[src/rtl/multicycle_controller_if.sv]
// Control/status bundle between the multicycle sequencer (master) and the MIPS datapath (slave).
interface multicycle_controller_if #(
    parameter int CNT_W = 32
);
    logic [5:0]       op;
    logic [5:0]       funct;
    logic             zero;
    logic             mem_ready;
    logic             mem_req;
    logic             memwrite;
    logic             iord;
    logic             irwrite;
    logic             pcen;
    logic [1:0]       pcsrc;
    logic             alusrca;
    logic [1:0]       alusrcb;
    logic [2:0]       alucontrol;
    logic             regdst;
    logic             memtoreg;
    logic             regwrite;
    logic [3:0]       state;
    logic [CNT_W-1:0] instret;

    modport master (
        input  op, funct, zero, mem_ready,
        output mem_req, memwrite, iord, irwrite, pcen, pcsrc, alusrca, alusrcb,
               alucontrol, regdst, memtoreg, regwrite, state, instret
    );

    modport slave (
        output op, funct, zero, mem_ready,
        input  mem_req, memwrite, iord, irwrite, pcen, pcsrc, alusrca, alusrcb,
               alucontrol, regdst, memtoreg, regwrite, state, instret
    );
endinterface

[src/rtl/multicycle_controller.sv]
// Multicycle MIPS control FSM with memory-ready handshake and retired-instruction counter.
// Optional MCCTRL_BNE_EN adds bne support through the BRANCH state.
module multicycle_controller #(
    parameter int CNT_W = 32
) (
    input logic                      clk,
    input logic                      reset,
    multicycle_controller_if.master  bus
);
    typedef enum logic [3:0] {
        FETCH  = 4'd0,
        DECODE = 4'd1,
        MEMADR = 4'd2,
        MEMRD  = 4'd3,
        MEMWB  = 4'd4,
        MEMWR  = 4'd5,
        EXEC   = 4'd6,
        ALUWB  = 4'd7,
        BRANCH = 4'd8,
        ADDIEX = 4'd9,
        ADDIWB = 4'd10,
        JUMP   = 4'd11
    } state_t;

    localparam logic [5:0] OP_LW   = 6'b100011;
    localparam logic [5:0] OP_SW   = 6'b101011;
    localparam logic [5:0] OP_RT   = 6'b000000;
    localparam logic [5:0] OP_BEQ  = 6'b000100;
    localparam logic [5:0] OP_ADDI = 6'b001000;
    localparam logic [5:0] OP_J    = 6'b000010;
    localparam logic [2:0] ALU_ADD = 3'b010;
    localparam logic [2:0] ALU_SUB = 3'b110;

    state_t           st, nxt;
    logic [CNT_W-1:0] cnt;
    logic             retire;
    logic             pcen_raw, irwrite_raw, memwrite_raw;
    logic             br_take;

`ifdef MCCTRL_BNE_EN
    localparam logic [5:0] OP_BNE = 6'b000101;
    logic isbne;

    always_ff @(posedge clk) begin
        if (!reset)
            isbne <= 1'b0;
        else if (st == DECODE)
            isbne <= (bus.op == OP_BNE);
    end

    assign br_take = bus.zero ^ isbne;
`else
    assign br_take = bus.zero;
`endif

    always_ff @(posedge clk) begin
        if (!reset) begin
            st  <= FETCH;
            cnt <= '0;
        end else begin
            st <= nxt;
            if (retire)
                cnt <= cnt + 1'b1;
        end
    end

    always_comb begin
        nxt             = FETCH;
        retire          = 1'b0;
        pcen_raw        = 1'b0;
        irwrite_raw     = 1'b0;
        memwrite_raw    = 1'b0;
        bus.mem_req     = 1'b0;
        bus.iord        = 1'b0;
        bus.pcsrc       = 2'b00;
        bus.alusrca     = 1'b0;
        bus.alusrcb     = 2'b00;
        bus.alucontrol  = 3'b000;
        bus.regdst      = 1'b0;
        bus.memtoreg    = 1'b0;
        bus.regwrite    = 1'b0;
        case (st)
            FETCH: begin
                bus.mem_req    = 1'b1;
                bus.alusrcb    = 2'b01;
                bus.alucontrol = ALU_ADD;
                irwrite_raw    = bus.mem_ready;
                pcen_raw       = bus.mem_ready;
                nxt            = bus.mem_ready ? DECODE : FETCH;
            end
            DECODE: begin
                bus.alusrcb    = 2'b11;
                bus.alucontrol = ALU_ADD;
                case (bus.op)
                    OP_LW, OP_SW: nxt = MEMADR;
                    OP_RT:        nxt = EXEC;
                    OP_BEQ:       nxt = BRANCH;
`ifdef MCCTRL_BNE_EN
                    OP_BNE:       nxt = BRANCH;
`endif
                    OP_ADDI:      nxt = ADDIEX;
                    OP_J:         nxt = JUMP;
                    default:      nxt = FETCH;
                endcase
            end
            MEMADR: begin
                bus.alusrca    = 1'b1;
                bus.alusrcb    = 2'b10;
                bus.alucontrol = ALU_ADD;
                nxt            = (bus.op == OP_SW) ? MEMWR : MEMRD;
            end
            MEMRD: begin
                bus.mem_req = 1'b1;
                bus.iord    = 1'b1;
                nxt         = bus.mem_ready ? MEMWB : MEMRD;
            end
            MEMWB: begin
                bus.memtoreg = 1'b1;
                bus.regwrite = 1'b1;
                retire       = 1'b1;
            end
            MEMWR: begin
                bus.mem_req  = 1'b1;
                bus.iord     = 1'b1;
                memwrite_raw = 1'b1;
                retire       = bus.mem_ready;
                nxt          = bus.mem_ready ? FETCH : MEMWR;
            end
            EXEC: begin
                bus.alusrca = 1'b1;
                case (bus.funct)
                    6'b100010: bus.alucontrol = ALU_SUB;
                    6'b100100: bus.alucontrol = 3'b000;
                    6'b100101: bus.alucontrol = 3'b001;
                    6'b101010: bus.alucontrol = 3'b111;
                    default:   bus.alucontrol = ALU_ADD;
                endcase
                nxt = ALUWB;
            end
            ALUWB: begin
                bus.regdst   = 1'b1;
                bus.regwrite = 1'b1;
                retire       = 1'b1;
            end
            BRANCH: begin
                bus.alusrca    = 1'b1;
                bus.alucontrol = ALU_SUB;
                bus.pcsrc      = 2'b01;
                pcen_raw       = br_take;
                retire         = 1'b1;
            end
            ADDIEX: begin
                bus.alusrca    = 1'b1;
                bus.alusrcb    = 2'b10;
                bus.alucontrol = ALU_ADD;
                nxt            = ADDIWB;
            end
            ADDIWB: begin
                bus.regwrite = 1'b1;
                retire       = 1'b1;
            end
            JUMP: begin
                bus.pcsrc = 2'b10;
                pcen_raw  = 1'b1;
                retire    = 1'b1;
            end
            default: nxt = FETCH;
        endcase
    end

    // Architectural write strobes are suppressed while reset is held.
    assign bus.pcen     = pcen_raw & reset;
    assign bus.irwrite  = irwrite_raw & reset;
    assign bus.memwrite = memwrite_raw & reset;
    assign bus.state    = st;
    assign bus.instret  = cnt;
endmodule

[src/flat_wrapper.sv]
// flat-port wrapper written by rule: the top's interface ports become plain ports
module multicycle_controller_flat 
#(
    parameter int CNT_W = 32
)
  (clk, reset, bus_op, bus_funct, bus_zero, bus_mem_ready, bus_mem_req, bus_memwrite, bus_iord, bus_irwrite, bus_pcen, bus_pcsrc, bus_alusrca, bus_alusrcb, bus_alucontrol, bus_regdst, bus_memtoreg, bus_regwrite, bus_state, bus_instret);
  multicycle_controller_if #(.CNT_W(CNT_W)) bus_i ();
  input logic clk;
  input logic reset;
  input wire logic [$bits(bus_i.op)-1:0] bus_op;
  input wire logic [$bits(bus_i.funct)-1:0] bus_funct;
  input wire logic [$bits(bus_i.zero)-1:0] bus_zero;
  input wire logic [$bits(bus_i.mem_ready)-1:0] bus_mem_ready;
  output wire logic [$bits(bus_i.mem_req)-1:0] bus_mem_req;
  output wire logic [$bits(bus_i.memwrite)-1:0] bus_memwrite;
  output wire logic [$bits(bus_i.iord)-1:0] bus_iord;
  output wire logic [$bits(bus_i.irwrite)-1:0] bus_irwrite;
  output wire logic [$bits(bus_i.pcen)-1:0] bus_pcen;
  output wire logic [$bits(bus_i.pcsrc)-1:0] bus_pcsrc;
  output wire logic [$bits(bus_i.alusrca)-1:0] bus_alusrca;
  output wire logic [$bits(bus_i.alusrcb)-1:0] bus_alusrcb;
  output wire logic [$bits(bus_i.alucontrol)-1:0] bus_alucontrol;
  output wire logic [$bits(bus_i.regdst)-1:0] bus_regdst;
  output wire logic [$bits(bus_i.memtoreg)-1:0] bus_memtoreg;
  output wire logic [$bits(bus_i.regwrite)-1:0] bus_regwrite;
  output wire logic [$bits(bus_i.state)-1:0] bus_state;
  output wire logic [$bits(bus_i.instret)-1:0] bus_instret;
  assign bus_i.op = bus_op;
  assign bus_i.funct = bus_funct;
  assign bus_i.zero = bus_zero;
  assign bus_i.mem_ready = bus_mem_ready;
  assign bus_mem_req = bus_i.mem_req;
  assign bus_memwrite = bus_i.memwrite;
  assign bus_iord = bus_i.iord;
  assign bus_irwrite = bus_i.irwrite;
  assign bus_pcen = bus_i.pcen;
  assign bus_pcsrc = bus_i.pcsrc;
  assign bus_alusrca = bus_i.alusrca;
  assign bus_alusrcb = bus_i.alusrcb;
  assign bus_alucontrol = bus_i.alucontrol;
  assign bus_regdst = bus_i.regdst;
  assign bus_memtoreg = bus_i.memtoreg;
  assign bus_regwrite = bus_i.regwrite;
  assign bus_state = bus_i.state;
  assign bus_instret = bus_i.instret;
  multicycle_controller #(.CNT_W(CNT_W)) u_core (.clk(clk), .reset(reset), .bus(bus_i));
endmodule
[config.mk]
export PLATFORM = sky130hd
export DESIGN_NAME = multicycle_controller_flat
export DESIGN_NICKNAME = d
export VERILOG_FILES = /design/src/rtl/multicycle_controller_if.sv /design/src/rtl/multicycle_controller.sv /design/src/flat_wrapper.sv
export SDC_FILE = /design/constraint.sdc
export NUM_CORES = 1
export LEC_CHECK = 0
export ABC_AREA = 1
export ABC_CLOCK_PERIOD_IN_PS = 1650
export BUFFER_PORTS_ARGS = -buffer_cell sky130_fd_sc_hd__buf_2
export CAP_MARGIN = 40
export CORE_MARGIN = 10
export CORE_UTILIZATION = 25
export DETAILED_ROUTE_END_ITERATION = 8
export SLEW_MARGIN = 5
export SYNTH_ARGS = -nofsm -noshare
export SYNTH_HDL_FRONTEND = slang
export SYNTH_SLANG_ARGS = --single-unit
[constraint.sdc]
create_clock -name clk -period 1.65 [get_ports clk]
set_clock_uncertainty 0.1 [all_clocks]
set_input_delay 0.165 -clock clk [delete_from_list [all_inputs] [get_ports clk]]
set_output_delay 0.165 -clock clk [all_outputs]
set_load 0.005 [all_outputs]
==> results.toml <==
[final_layout]
seqCellArea_um2 = 736
antenna_cells = 0
syn2layout_area_growth_pct = 48.8
drive_above_1_share_pct = 34.0
postLayoutCoreUtil_pct = 38.1
final_nets = 558
finalNonFillerCells = 674
layout_common_cells = "nand2_1 (112), nor2_1 (69), buf_2 (66), inv_1 (58)"
design_area_mm2 = 0.00370
layout_commonest_cell = "nand2_1"
nFillCells = 1065
multi_input_area_mm2 = 0.00164

[die]
fp.dieH_um = 120
core-area_mm2 = 0.00973
die_area_mm2 = 0.0143
io-pin-count = 68
rows = 36
fp.dieW_um = 120
initial_core_util_pct = 25.6

[clocking]
clk_pin_slew_ps = 70
cts-buffers-inserted = 5
clockBufferDepth = 2
cts_tree = "built"
h-tree-depth = 2
insertion_delay_ps = 300
cts_hold_repair.buffers = 0
root_buffer = "clkbuf_8"
clock_sinks = 36

[route]
drtAntennaViolNets = 0
drt_pass1_iterations = 4
wl_met3_um = 450
wl_met2_um = 4250
vias_per_cell = 4.53
dr.max_layer_used = "met4"
drt_iter0_drc = 137
wl_per_cell_um = 12.9
vias = 3053
wl_met1_um = 3820
drc_errors = 0
drt_wl_total_um = 8680

[critical_path]
critical_path.max_stage_delay_ps = 400
crit_type = "reg -> out"
r2r_cells = 11
crit_buf_inv = 6
cpLargestDelayFamily = "buffers and inverters"
worstPathCellList = "inv_4 > nor2_4 > inv_4 > buf_6 > nor2_4 > nor2_4 > buf_6 > inv_2 > buf_6"
cp.depth = 9
required_ps = 1380
critPathSlowestCell = "dfxtp_4"
cp_max_fo = 5
crit_arrival_ps = 1460
cp-end-kind = "primary output"
start_kind = "flop"

[placed_design]
dpl_cell_area_mm2 = 0.00317
place_inst = 651
hpwl_um = 6300
place_congestion = 0.945
portBuffers = 67

[logic_synthesis]
ys_ff_latch = 36
syn_nets = 450
synth.area.top_cells = "dfxtp_1 (29%), nand2_1 (18%), nor2_1 (11%), inv_1 (9.4%), nand3_1 (7.8%)"
synthCells = 433
avgSynthCellArea_um2 = 5.75
synth_area_mm2 = 0.00249
synth-seq-area-share_pct = 29.0
synth_top_area_cell = "dfxtp_1"
synth_cell_types = 28
synth_top_area_share_pct = 29.0
synth_warnings = 0

[sta]
setup_violations = 20
setup_slack_ps = -70.2
relSlewSlack_pct = 77.7
rsz0062_at_grt = "yes"
fin_crit_ps = 1720
drv_slew = 0
worstMarginPinSlew_ps = 333
timing.fmax_ghz = 0.581
hold_viol_final = 0
min_period_over_period_pct = 104

[flow_run]
maxCapViolations = 0

[global_route]
grt_pass1_vias = 2869
antenna_found_initial = 0
grt_max_degree = 26
grt_pass1_wl_um = 13500
globalRouteTotalUtil_pct = 11.1
grt.overflow.total = 0

[power]
combinationalPowerShare_pct = 9.8
netSwitchingFraction_pct = 26.0
power_frac_seq_pct = 52.8
clockPowerShare_pct = 37.4
cellLeakagePower_uw = 0.00170
switchingPower_uw = 430
p_total_uw = 1650
ir_worst_vdd_mv = 0.226
power_density_mw_per_mm2 = 446
p_int_uw = 1220

[run_status]
violations = "negative setup slack"
status = "finished, violations left"

[hold_path]
whs_path_depth = 4
hp-class = "in -> reg"
## final cells by class
class,count,share of cell area (%)
multi-input cells,318,44.2
clock inverters,1,0.135
flip-flops and latches,36,19.9
repair buffers,111,21.9
clock buffers,6,1.96
inverters,69,7.40
well taps,133,4.49
## cells in the mapped netlist
library cell and instances:
dfxtp_1 36, xor2_1 1, inv_2 7, a21oi_2 3
nor2_2 10, buf_4 1, buf_6 3, clkbuf_1 2
buf_2 2, xnor2_1 2, nor2_4 2, a31oi_1 1
nand2_2 3, nand2_4 1, or2_2 1, o21ai_1 1
nand4_1 17, nand3_1 39, o22ai_1 1, a21oi_1 21
nand3b_1 2, buf_1 2, o21ai_0 10, inv_1 62
ha_1 1, nor2_1 76, nand2_1 119, nor3_1 7
## metrics by stage
step	hold WS, ps	setup slack, ps	TNS (ps)
after floorplan	332	74.7	0
after global placement	413	-28.8	-57.0
after detailed placement	430	-74.1	-121
after CTS	212	-74.1	-135
after global routing	247	-167	-4440
final	222	-70.2	-415
## cells by family after synthesis
group           synth area share (%)
flops                           29.0
fa+ha+maj                      0.503
simple gates                    48.4
xor+xnor                        1.06
buf+inv                         13.1
compound gates                  7.99
## metal layers
layer	GRT usage [%]	vias up
li1	-	1573
met1	13.4	1390
met2	19.3	75
met3	2.48	15
met4	3.32	0
met5	0	-
## power groups by stage
stage | Clock, µW | Sequential (µW) | Combinational, µW
finish | 618 | 872 | 161
global route | 668 | 872 | 181
CTS | 629 | 871 | 147
detailed placement | 0 | 896 | 140
global placement | 0 | 896 | 138
floorplan | 0 | 896 | 75.2
## path summary, 6_finish.rpt
| check | startpoint | endpoint | slack (ps) |
|---|---|---|---|
| max | u_core.bus.state[1]$_SDFF_PN0_ | bus_regwrite | -70 |
| min | bus_mem_ready | u_core.bus.state[0]$_SDFF_PN0_ | 220 |
| max reg2reg | u_core.bus.state[1]$_SDFF_PN0_ | u_core.bus.instret[12]$_SDFFE_PN0P_ | -50 |
| min reg2reg | u_core.bus.instret[31]$_SDFFE_PN0P_ | u_core.bus.instret[31]$_SDFFE_PN0P_ | 430 |
## tightest hold or removal path, delay by kind of cell
kind                   cells  cell delay, ps
AOI/OAI and AO/OA          2             220
buffers and inverters      2             180
## flip-flops by register name, summed over array words and instances, names as in the netlist
| register | count |
|---|---|
| u_core.bus.instret | 32 |
| u_core.bus.state | 4 |
## timing repair
item	4_1_cts	5_1_grt
cloned	0	6
setup endpoints to repair	17	41
setup buffers	8	3
pin swaps	5	20
resized for setup	25	46
Power figures use the tool's default switching activity.
